<file path="config.mk">
export PLATFORM = sky130hd
export DESIGN_NAME = alu_multicycle_flat
export DESIGN_NICKNAME = d
export VERILOG_FILES = /design/src/rtl/alu_multicycle_if.sv /design/src/rtl/alu_multicycle.sv /design/src/flat_wrapper.sv
export SDC_FILE = /design/constraint.sdc
export NUM_CORES = 1
export LEC_CHECK = 0
export BUFFER_PORTS_ARGS = -buffer_cell sky130_fd_sc_hd__buf_2
export CAP_MARGIN = 20
export CORE_MARGIN = 3
export CORE_UTILIZATION = 41
export DETAILED_ROUTE_END_ITERATION = 8
export SYNTH_ARGS = -nofsm -noshare
export SYNTH_HDL_FRONTEND = slang
export SYNTH_SLANG_ARGS = --single-unit
</file>
<file path="constraint.sdc">
create_clock -name clk -period 4.35 [get_ports clk]
set_clock_uncertainty 0.1 [all_clocks]
set_input_delay 0.2175 -clock clk [delete_from_list [all_inputs] [get_ports clk]]
set_output_delay 0.2175 -clock clk [all_outputs]
set_load 0.01 [all_outputs]
</file>
<file path="src/rtl/alu_multicycle_if.sv">
// Handshake bundle for alu_multicycle: request side (operands, opcode) and
// result side (value, high product half, flags) with valid/ready on each.
interface alu_multicycle_if #(
   parameter int WIDTH = 32
);
   logic             in_valid;
   logic             in_ready;
   logic [3:0]       alucon;
   logic [WIDTH-1:0] A;
   logic [WIDTH-1:0] B;
   logic             out_valid;
   logic             out_ready;
   logic [WIDTH-1:0] result;
   logic [WIDTH-1:0] result_hi;
   logic             zero;
   logic             carry;
   logic             overflow;

   modport master (
      output in_valid, alucon, A, B, out_ready,
      input  in_ready, out_valid, result, result_hi, zero, carry, overflow
   );

   modport slave (
      input  in_valid, alucon, A, B, out_ready,
      output in_ready, out_valid, result, result_hi, zero, carry, overflow
   );
endinterface

</file>
<file path="src/rtl/alu_multicycle.sv">
// Handshaked ALU: single-cycle arithmetic/logic/compare ops plus an iterative
// shift-add unsigned multiplier producing a 2*WIDTH product.
module alu_multicycle #(
   parameter int WIDTH = 32
) (
   input logic             clk,
   input logic             rst,
   alu_multicycle_if.slave bus
);
   localparam int CNT_W = $clog2(WIDTH + 1);
   localparam logic [CNT_W-1:0] CNT_LAST = CNT_W'(WIDTH - 1);

   localparam logic [3:0] OP_ADD  = 4'b0000;
   localparam logic [3:0] OP_SUB  = 4'b0001;
   localparam logic [3:0] OP_AND  = 4'b0010;
   localparam logic [3:0] OP_OR   = 4'b0011;
   localparam logic [3:0] OP_XOR  = 4'b0100;
   localparam logic [3:0] OP_NOR  = 4'b0101;
   localparam logic [3:0] OP_SLT  = 4'b0110;
   localparam logic [3:0] OP_SLTU = 4'b0111;
   localparam logic [3:0] OP_MULU = 4'b1000;

   typedef enum logic [1:0] {S_IDLE, S_MUL, S_DONE} state_t;

   state_t             state_q, state_d;
   logic [WIDTH-1:0]   result_q, result_d;
   logic [WIDTH-1:0]   result_hi_q, result_hi_d;
   logic               zero_q, zero_d;
   logic               carry_q, carry_d;
   logic               overflow_q, overflow_d;
   logic [WIDTH-1:0]   mcand_q, mcand_d;
   logic [WIDTH-1:0]   mplier_q, mplier_d;
   logic [2*WIDTH-1:0] acc_q, acc_d;
   logic [CNT_W-1:0]   cnt_q, cnt_d;

   logic               in_ready;
   logic               handshake;
   logic               is_sub;
   logic [WIDTH-1:0]   b_eff;
   logic [WIDTH:0]     add_full;
   logic [WIDTH-1:0]   alu_res;
   logic               alu_c;
   logic               alu_v;
   logic [WIDTH-1:0]   mul_addend;
   logic [WIDTH:0]     mul_sum;
   logic [2*WIDTH-1:0] acc_shift;

   assign in_ready  = !rst && (state_q == S_IDLE || (state_q == S_DONE && bus.out_ready));
   assign handshake = bus.in_valid && in_ready;

   // SUB shares the adder by inverting B and injecting a carry-in of 1.
   assign is_sub   = (bus.alucon == OP_SUB);
   assign b_eff    = is_sub ? ~bus.B : bus.B;
   assign add_full = {1'b0, bus.A} + {1'b0, b_eff} + (WIDTH+1)'(is_sub);

   always_comb begin
      alu_res = '0;
      alu_c   = 1'b0;
      alu_v   = 1'b0;
      case (bus.alucon)
         OP_ADD, OP_SUB: begin
            alu_res = add_full[WIDTH-1:0];
            alu_c   = add_full[WIDTH];
            alu_v   = (bus.A[WIDTH-1] == b_eff[WIDTH-1]) &&
                      (add_full[WIDTH-1] != bus.A[WIDTH-1]);
         end
         OP_AND:  alu_res = bus.A & bus.B;
         OP_OR:   alu_res = bus.A | bus.B;
         OP_XOR:  alu_res = bus.A ^ bus.B;
         OP_NOR:  alu_res = ~(bus.A | bus.B);
         OP_SLT:  alu_res = {{(WIDTH-1){1'b0}}, ($signed(bus.A) < $signed(bus.B))};
         OP_SLTU: alu_res = {{(WIDTH-1){1'b0}}, (bus.A < bus.B)};
         default: alu_res = '0;
      endcase
   end

   // One shift-add step: the adder carry becomes the new accumulator MSB.
   assign mul_addend = mplier_q[0] ? mcand_q : '0;
   assign mul_sum    = {1'b0, acc_q[2*WIDTH-1:WIDTH]} + {1'b0, mul_addend};
   assign acc_shift  = {mul_sum, acc_q[WIDTH-1:1]};

   always_comb begin
      state_d     = state_q;
      result_d    = result_q;
      result_hi_d = result_hi_q;
      zero_d      = zero_q;
      carry_d     = carry_q;
      overflow_d  = overflow_q;
      mcand_d     = mcand_q;
      mplier_d    = mplier_q;
      acc_d       = acc_q;
      cnt_d       = cnt_q;
      case (state_q)
         S_IDLE, S_DONE: begin
            if (state_q == S_DONE && bus.out_ready) begin
               state_d = S_IDLE;
            end
            if (handshake) begin
               if (bus.alucon == OP_MULU) begin
                  mcand_d  = bus.A;
                  mplier_d = bus.B;
                  acc_d    = '0;
                  cnt_d    = '0;
                  state_d  = S_MUL;
               end else begin
                  result_d    = alu_res;
                  result_hi_d = '0;
                  zero_d      = (alu_res == '0);
                  carry_d     = alu_c;
                  overflow_d  = alu_v;
                  state_d     = S_DONE;
               end
            end
         end
         S_MUL: begin
            acc_d    = acc_shift;
            mplier_d = mplier_q >> 1;
            cnt_d    = cnt_q + CNT_W'(1);
            if (cnt_q == CNT_LAST) begin
               result_d    = acc_shift[WIDTH-1:0];
               result_hi_d = acc_shift[2*WIDTH-1:WIDTH];
               zero_d      = (acc_shift == '0);
               carry_d     = (acc_shift[2*WIDTH-1:WIDTH] != '0);
               overflow_d  = 1'b0;
               state_d     = S_DONE;
            end
         end
         default: state_d = S_IDLE;
      endcase
   end

   always_ff @(posedge clk) begin
      if (rst) begin
         state_q     <= S_IDLE;
         result_q    <= '0;
         result_hi_q <= '0;
         zero_q      <= 1'b0;
         carry_q     <= 1'b0;
         overflow_q  <= 1'b0;
         mcand_q     <= '0;
         mplier_q    <= '0;
         acc_q       <= '0;
         cnt_q       <= '0;
      end else begin
         state_q     <= state_d;
         result_q    <= result_d;
         result_hi_q <= result_hi_d;
         zero_q      <= zero_d;
         carry_q     <= carry_d;
         overflow_q  <= overflow_d;
         mcand_q     <= mcand_d;
         mplier_q    <= mplier_d;
         acc_q       <= acc_d;
         cnt_q       <= cnt_d;
      end
   end

   assign bus.in_ready  = in_ready;
   assign bus.out_valid = (state_q == S_DONE);
   assign bus.result    = result_q;
   assign bus.result_hi = result_hi_q;
   assign bus.zero      = zero_q;
   assign bus.carry     = carry_q;
   assign bus.overflow  = overflow_q;
endmodule

</file>
<file path="src/flat_wrapper.sv">
// flat-port wrapper written by rule: the top's interface ports become plain ports
module alu_multicycle_flat 
#(
   parameter int WIDTH = 32
)
  (clk, rst, bus_in_valid, bus_alucon, bus_A, bus_B, bus_out_ready, bus_in_ready, bus_out_valid, bus_result, bus_result_hi, bus_zero, bus_carry, bus_overflow);
  alu_multicycle_if #(.WIDTH(WIDTH)) bus_i ();
  input logic clk;
  input logic rst;
  input wire logic [$bits(bus_i.in_valid)-1:0] bus_in_valid;
  input wire logic [$bits(bus_i.alucon)-1:0] bus_alucon;
  input wire logic [$bits(bus_i.A)-1:0] bus_A;
  input wire logic [$bits(bus_i.B)-1:0] bus_B;
  input wire logic [$bits(bus_i.out_ready)-1:0] bus_out_ready;
  output wire logic [$bits(bus_i.in_ready)-1:0] bus_in_ready;
  output wire logic [$bits(bus_i.out_valid)-1:0] bus_out_valid;
  output wire logic [$bits(bus_i.result)-1:0] bus_result;
  output wire logic [$bits(bus_i.result_hi)-1:0] bus_result_hi;
  output wire logic [$bits(bus_i.zero)-1:0] bus_zero;
  output wire logic [$bits(bus_i.carry)-1:0] bus_carry;
  output wire logic [$bits(bus_i.overflow)-1:0] bus_overflow;
  assign bus_i.in_valid = bus_in_valid;
  assign bus_i.alucon = bus_alucon;
  assign bus_i.A = bus_A;
  assign bus_i.B = bus_B;
  assign bus_i.out_ready = bus_out_ready;
  assign bus_in_ready = bus_i.in_ready;
  assign bus_out_valid = bus_i.out_valid;
  assign bus_result = bus_i.result;
  assign bus_result_hi = bus_i.result_hi;
  assign bus_zero = bus_i.zero;
  assign bus_carry = bus_i.carry;
  assign bus_overflow = bus_i.overflow;
  alu_multicycle #(.WIDTH(WIDTH)) u_core (.clk(clk), .rst(rst), .bus(bus_i));
endmodule
</file>
# [After elaboration in Yosys (flattened, before gate mapping)]
# Index checks and enable logic that the tools add are counted.
# W data, S select, Z words.
[word_totals] regBits=203 wordCells=96
[classes] addsub=4 n_lt_le_gt_ge=2 n_eq_ne=18 muxes=39 bitwise_logic=5 n_reduce_logical=18
[ops] op="$mux W32" n=10
[ops] op="$pmux W32 S7" n=1
[ops] op="$pmux W32 S2" n=3
[ops] op="$mux W64" n=2
[ops] op="$pmux W64 S2" n=1
[ops] op="$add A32 B32 Y33" n=2
[ops] op="$logic_not A64 Y1" n=1
[ops] op="$lt A32 B32 Y1" n=2
[ops] op="$not A32 Y32" n=2
[ops] op="$add A33 B1 Y33" n=1
[ops] op="$and A32 B32 Y32" n=1
[ops] op="$logic_not A32 Y1" n=1
[ops] op="$or A32 B32 Y32" n=1
[ops] op="$reduce_bool A32 Y1" n=1
[ops] op="$xor A32 B32 Y32" n=1
[ops] op="$eq A4 B3 Y1 const B" n=4
[ops] op="$mux W6" n=2
[ops] op="$pmux W6 S2" n=1
[ops] op="$mux W1" n=11
[ops] op="$eq A4 B2 Y1 const B" n=2
[ops] op="$mux W2" n=4
[ops] op="$add A6 B1 Y6 const B" n=1
[ops] op="$eq A6 B5 Y1 const B" n=1
[ops] op="$ne A2 B1 Y1 const B" n=3
[ops] op="20 further kinds" n=27

# [Longest topological paths before layout]
[depth] ltp_word=10 depth_mapped=18 depth_no_buf=15

# [Worst setup path before layout]
# Ideal clock, no wire load.
[synth_timing] path_type="in2reg" start="input port bus_alucon[0]" end="register u_core.zero_q, in the netlist u_core.bus.zero" setup_time_ps=79 arrival_time_ps=4290 required_time_ps=4171 setup_slack_ps=-119 stages=18 path_cell_list="clkbuf_1 -> or4b_1 -> clkbuf_1 -> buf_1 -> xnor2_1 -> ha_1 -> clkbuf_1 -> nand3b_1 -> a2111oi_0 -> o21ai_0 -> and2_1 -> o2111ai_1 -> nand3_1 -> a2111oi_0 -> and4_1 -> and4_1 -> nand2_1 -> o211ai_1"
[synth_between] elab_chain_len=9 word_cells_on_any_way=20 classes_between="add/sub: 2; eq/ne: 9; mux: 5; reduce/logical: 4"
[synth_lines] element="start: declaration" line="flat_wrapper.sv:11" rtl="input wire logic [$bits(bus_i.alucon)-1:0] bus_alucon;"
[synth_lines] element="$eq A4 B1 Y1" line="alu_multicycle.sv:52, alu_multicycle.sv:60"
[synth_lines] element="$mux W32" line="alu_multicycle.sv:53" rtl="assign b_eff = is_sub ? ~bus.B : bus.B;"
[synth_lines] element="$add A32 B32 Y33" line="alu_multicycle.sv:54" rtl="assign add_full = {1'b0, bus.A} + {1'b0, b_eff} + (WIDTH+1)'(is_sub);"
[synth_lines] element="$add A33 B1 Y33" line="alu_multicycle.sv:54"
[synth_lines] element="$pmux W32 S7" line="alu_multicycle.sv:60" rtl="case (bus.alucon)"
[synth_lines] element="$logic_not A32 Y1" line="alu_multicycle.sv:108" rtl="zero_d = (alu_res == '0);"
[synth_lines] element="$mux W1" line="alu_multicycle.sv:99" rtl="if (bus.alucon == OP_MULU) begin"
[synth_lines] element="$mux W1" line="alu_multicycle.sv:98" rtl="if (handshake) begin"
[synth_lines] element="$pmux W1 S2" line="alu_multicycle.sv:93" rtl="case (state_q)"
[synth_lines] element="end signal: assignment" line="alu_multicycle.sv:148" rtl="zero_q <= zero_d;"
[synth_lines] element="end: declaration" line="alu_multicycle.sv:28" rtl="logic zero_q, zero_d;"
# Several ways; a longest one is shown, not always the timed one. The select of a mux whose other input is x is not followed.
# A chain may end at the register's enable or synchronous reset.

# [Final worst setup path]
[layout_timing] start="register u_core.mplier_q[0]" end="register u_core.carry_q, in the netlist u_core.bus.carry"
[layout_between] elab_chain_len=5
[layout_lines] element="start: declaration" line="alu_multicycle.sv:32" rtl="logic [WIDTH-1:0] mplier_q, mplier_d;"
[layout_lines] element="start signal: assignment" line="alu_multicycle.sv:152" rtl="mplier_q <= mplier_d;"
[layout_lines] element="$mux W32" line="alu_multicycle.sv:78" rtl="assign mul_addend = mplier_q[0] ? mcand_q : '0;"
[layout_lines] element="$add A32 B32 Y33" line="alu_multicycle.sv:79" rtl="assign mul_sum = {1'b0, acc_q[2*WIDTH-1:WIDTH]} + {1'b0, mul_addend};"
[layout_lines] element="$reduce_bool A32 Y1" line="alu_multicycle.sv:123" rtl="carry_d = (acc_shift[2*WIDTH-1:WIDTH] != '0);"
[layout_lines] element="$mux W1" line="alu_multicycle.sv:119" rtl="if (cnt_q == CNT_LAST) begin"
[layout_lines] element="$pmux W1 S2" line="alu_multicycle.sv:93"
[layout_lines] element="end signal: assignment" line="alu_multicycle.sv:149" rtl="carry_q <= carry_d;"
[layout_lines] element="end: declaration" line="alu_multicycle.sv:29" rtl="logic carry_q, carry_d;"
# No other way between the ends. The select of a mux whose other input is x is not followed.

==> out/qor.csv <==
stage,metric,value,unit
logic_synthesis,sequential share of the synthesized area,0.262,
floorplan,Die Area,40100,µm²
power_and_ir_drop,Max IR drop VDD,0.327,mV
power_and_ir_drop,Clk network pwr share,0.410,
power_and_ir_drop,switch share,0.298,
clock_tree,clk slew on worst S/H paths,0.06,ns
logic_synthesis,"EDFF count, synth",0,
flow_run,Max-cap violations,0,
logic_synthesis,post-synth net total,2314,
critical_path,CP Max Fanout,28,
place,dpl ws,-0.320,ns
sta,worst setup slack after layout,0.0641,ns
global_route,vias in the first global route,16100,
logic_synthesis,average size of a mapped cell,7.46,µm²
sta,RSZ-0062 raised after global routing,true,
min_path,Worst Hold Launch,bus_A[15],
finish,synth-to-layout area growth,27.2,%
critical_path,start of the worst register-to-register path,u_core.mplier_q[0],
global_route,global-route usage over all layers,0.267,
power_and_ir_drop,P_leak,8.61,nW
critical_path,WP data arrival,4.59,ns
routing,DR DRC count,0,
sta,Final setup viols,0,
floorplan,Std-Cell Rows,70,
routing,drt via density,5.66,
clock_tree,"Clk Latency, worst-skew pair",0.56,ns
clock_tree,CTS Buf Count,25,
routing,vias,16500,
finish,utilization of the core after routing,0.533,
finish,"most common cell after layout, fill and taps aside",nand2_1,
sta,Achievable Freq,0.233,GHz
sta,Slew Limit Fails,0,
min_path,Hold WC Path Type,in -> reg,
sta,Least-Margin Pin Slew,1.06,ns
critical_path,Reg2Reg Setup Slack,0.06,ns
power_and_ir_drop,NetSw,0.00154,W
routing,post-route ant nets,0,
clock_tree,clk sinks,202,
critical_path,WS Path Type,reg -> reg,
logic_synthesis,top_reg_cell synth,dfxtp_1,
floorplan,Die Y,200,µm
min_path,Hold Crit Depth,3,
logic_synthesis,unique cell type count in the Yosys netlist,79,
clock_tree,CTS H-tree lvls,1,
floorplan,initial core utilization,0.419,
floorplan,Die X,200,µm
clock_tree,CTS Buffer Depth,3,
logic_synthesis,Yosys top cell area share,0.262,
power_and_ir_drop,pwr/cell area,264,nW/µm²
finish,diode count,0,
critical_path,crit path from,u_core.mplier_q[0],
clock_tree,CTS tree,built,
sta,final hold slack,0.0382,ns
place,post-DP HPWL,42200,µm
sta,crit share post-route,0.985,
finish,ratio of cells with drive above 1 in the final layout,0.196,
critical_path,Crit path required time,4.65,ns
status,outcome,completed,
logic_synthesis,Post-Syn Instances,2072,
routing,Initial DRT Pass Iterations,5,
critical_path,worst reg2reg endpoint,u_core.bus.carry,
logic_synthesis,#FFs+latches synth,202,
sta,Final Hold Fails,0,
power_and_ir_drop,Seq pwr share,0.365,
floorplan,Top Ports,141,
logic_synthesis,largest cells by area after synthesis,"dfxtp_1 26%, ha_1 14%, a21oi_1 7.4%, nand2_1 7.0%, nor2_1 4.3%",
place,DP Area,17900,µm²
routing,Initial DRC Count,1162,
sta,Worst slew margin,0.290,
critical_path,reg2reg path depth,20,
floorplan,core area,36900,µm²
global_route,first-pass GRT wire length,88000,µm
min_path,Hold EP,u_core.mcand_q[15],
place,PortBufs,140,
finish,most frequent cells in the layout,"290 x nand2_1, 221 x a21oi_1, 219 x buf_4",
logic_synthesis,Ys Warns,0,
clock_tree,Root Driver,clkbuf_16,
power_and_ir_drop,internal power,0.00364,W
global_route,pin count of the biggest net entering global routing,85,
logic_synthesis,Synth async-reset ratio,0,
finish,final net count,2629,
sta,Tmin final,4.29,ns
routing,Routed WL per cell,19.3,µm
global_route,global route total overflow,0,
logic_synthesis,Synth area leader,dfxtp_1,
routing,total wire length,56200,µm
global_route,initial antenna violation count,0,
place,final RePlAce weighted congestion,0.952,
logic_synthesis,synthesized area,15500,µm²
finish,final instance area,19700,µm²
critical_path,Critical Path End Type,flop,
critical_path,Startpoint Class,flop,
power_and_ir_drop,combinational power share,0.225,
power by group through the flow:
stage | sequential [W] | combinational, W | clock, W
floorplan | 0.00193 | 0.000610 | 0
global placement | 0.00193 | 0.00109 | 0
detailed placement | 0.00193 | 0.00111 | 0
CTS | 0.00189 | 0.00116 | 0.00218
global route | 0.00189 | 0.00127 | 0.00224
finish | 0.00189 | 0.00117 | 0.00213
layout make-up:
type	instances	area, µm²
tap	504	631
multi-input combinational	1633	10800
fill	3599	17200
clock inverter	7	98.8
clock buffer	36	717
timing repair buffer	426	3040
sequential	202	4050
inverter	99	372
critical path: stages (launching register included):
cell and delay, ns:
dfxtp_2 0.32, buf_4 0.14, buf_12 0.15, and2_1 0.16
ha_1 0.32, buf_4 0.15, o211ai_1 0.13, a21oi_2 0.23
buf_4 0.16, nand3b_1 0.14, buf_4 0.18, buf_4 0.14
nand4_1 0.08, nand4_1 0.20, a21oi_2 0.18, buf_4 0.14
o2111ai_1 0.13, or4_4 0.50, or3_4 0.38, a21oi_2 0.14
nor3_1 0.06
kinds of logic after synthesis:
kind of cell	count (synthesis)	share of synthesized area
xor+xnor	68	0.0385
compound gates	606	0.258
flops	202	0.262
simple gates	772	0.234
buf+inv	237	0.0588
mux	17	0.0113
fa+ha+maj	170	0.139
Yosys cell counts, drive strengths merged (6+ instances only):
cell type,n
or3,10
and3,10
nor2b,13
and4,6
o21a,9
o211ai,17
inv,99
a21boi,9
nand3b,8
a21o,27
nand2b,12
nor3b,8
o221ai,6
buf,19
o2111ai,7
a22oi,43
o21bai,14
o21ai,82
a211oi,18
nor3,32
o31ai,9
a211o,7
ha,168
a21oi,231
mux2i,14
nand3,91
dfxtp,202
nand2,290
a221oi,27
clkbuf,119
nand4,21
a2111oi,8
and2,48
a31o,7
xnor2,55
a311oi,42
nor4,20
nor2,176
xor2,13
a31oi,13
worst max path at each step:
stage / to / slack [ns] / cells past startpoint
floorplan: u_core.bus.zero / 0.003 / 18
global placement: u_core.bus.zero / -0.18 / 17
detailed placement: u_core.bus.zero / -0.32 / 16
CTS: u_core.bus.carry / 0.006 / 16
global route: u_core.bus.carry / -0.11 / 20
finish: u_core.bus.carry / 0.06 / 20
what timing repair did:
| action | 4_1_cts | 5_1_grt |
|---|---|---|
| resized for setup | 1 | 39 |
| pin swaps | 4 | 17 |
| buffers inserted | 1 | 9 |
| endpoints found under the setup margin | 2 | 2 |
| hold buffers | 65 | 0 |
| hold endpoints to repair | 112 | 0 |
state kept, by name, indices dropped and copies added (netlist names):
signal and flops:
u_core.bus.zero 1, u_core.mcand_q 32, u_core.bus.result 32, u_core.bus.overflow 1, u_core.bus.result_hi 32, u_core.bus.carry 1
u_core.mplier_q 32, u_core.cnt_q 6, u_core.state_q 2, u_core.acc_q 63
per-layer routing:
metal | global-route usage | part of all wire | vias to the layer above
li1 | - | - | 8050
met1 | 0.328 | 0.42 | 7882
met2 | 0.489 | 0.50 | 432
met3 | 0.0286 | 0.044 | 91
met4 | 0.0839 | 0.034 | 0
met5 | 0 | 0 | -
per-stage QoR:
step	power (W)	instances	TNS, ns
2_1_floorplan	0.00254	2072	0
3_3_place_gp	0.00303	2789	-0.669
3_5_place_dp	0.00304	2789	-1.27
4_1_cts	0.00523	2898	0
5_1_grt	0.00541	2907	-0.124
6_report	0.00518	2907	0
Power figures use the tool's default switching activity.
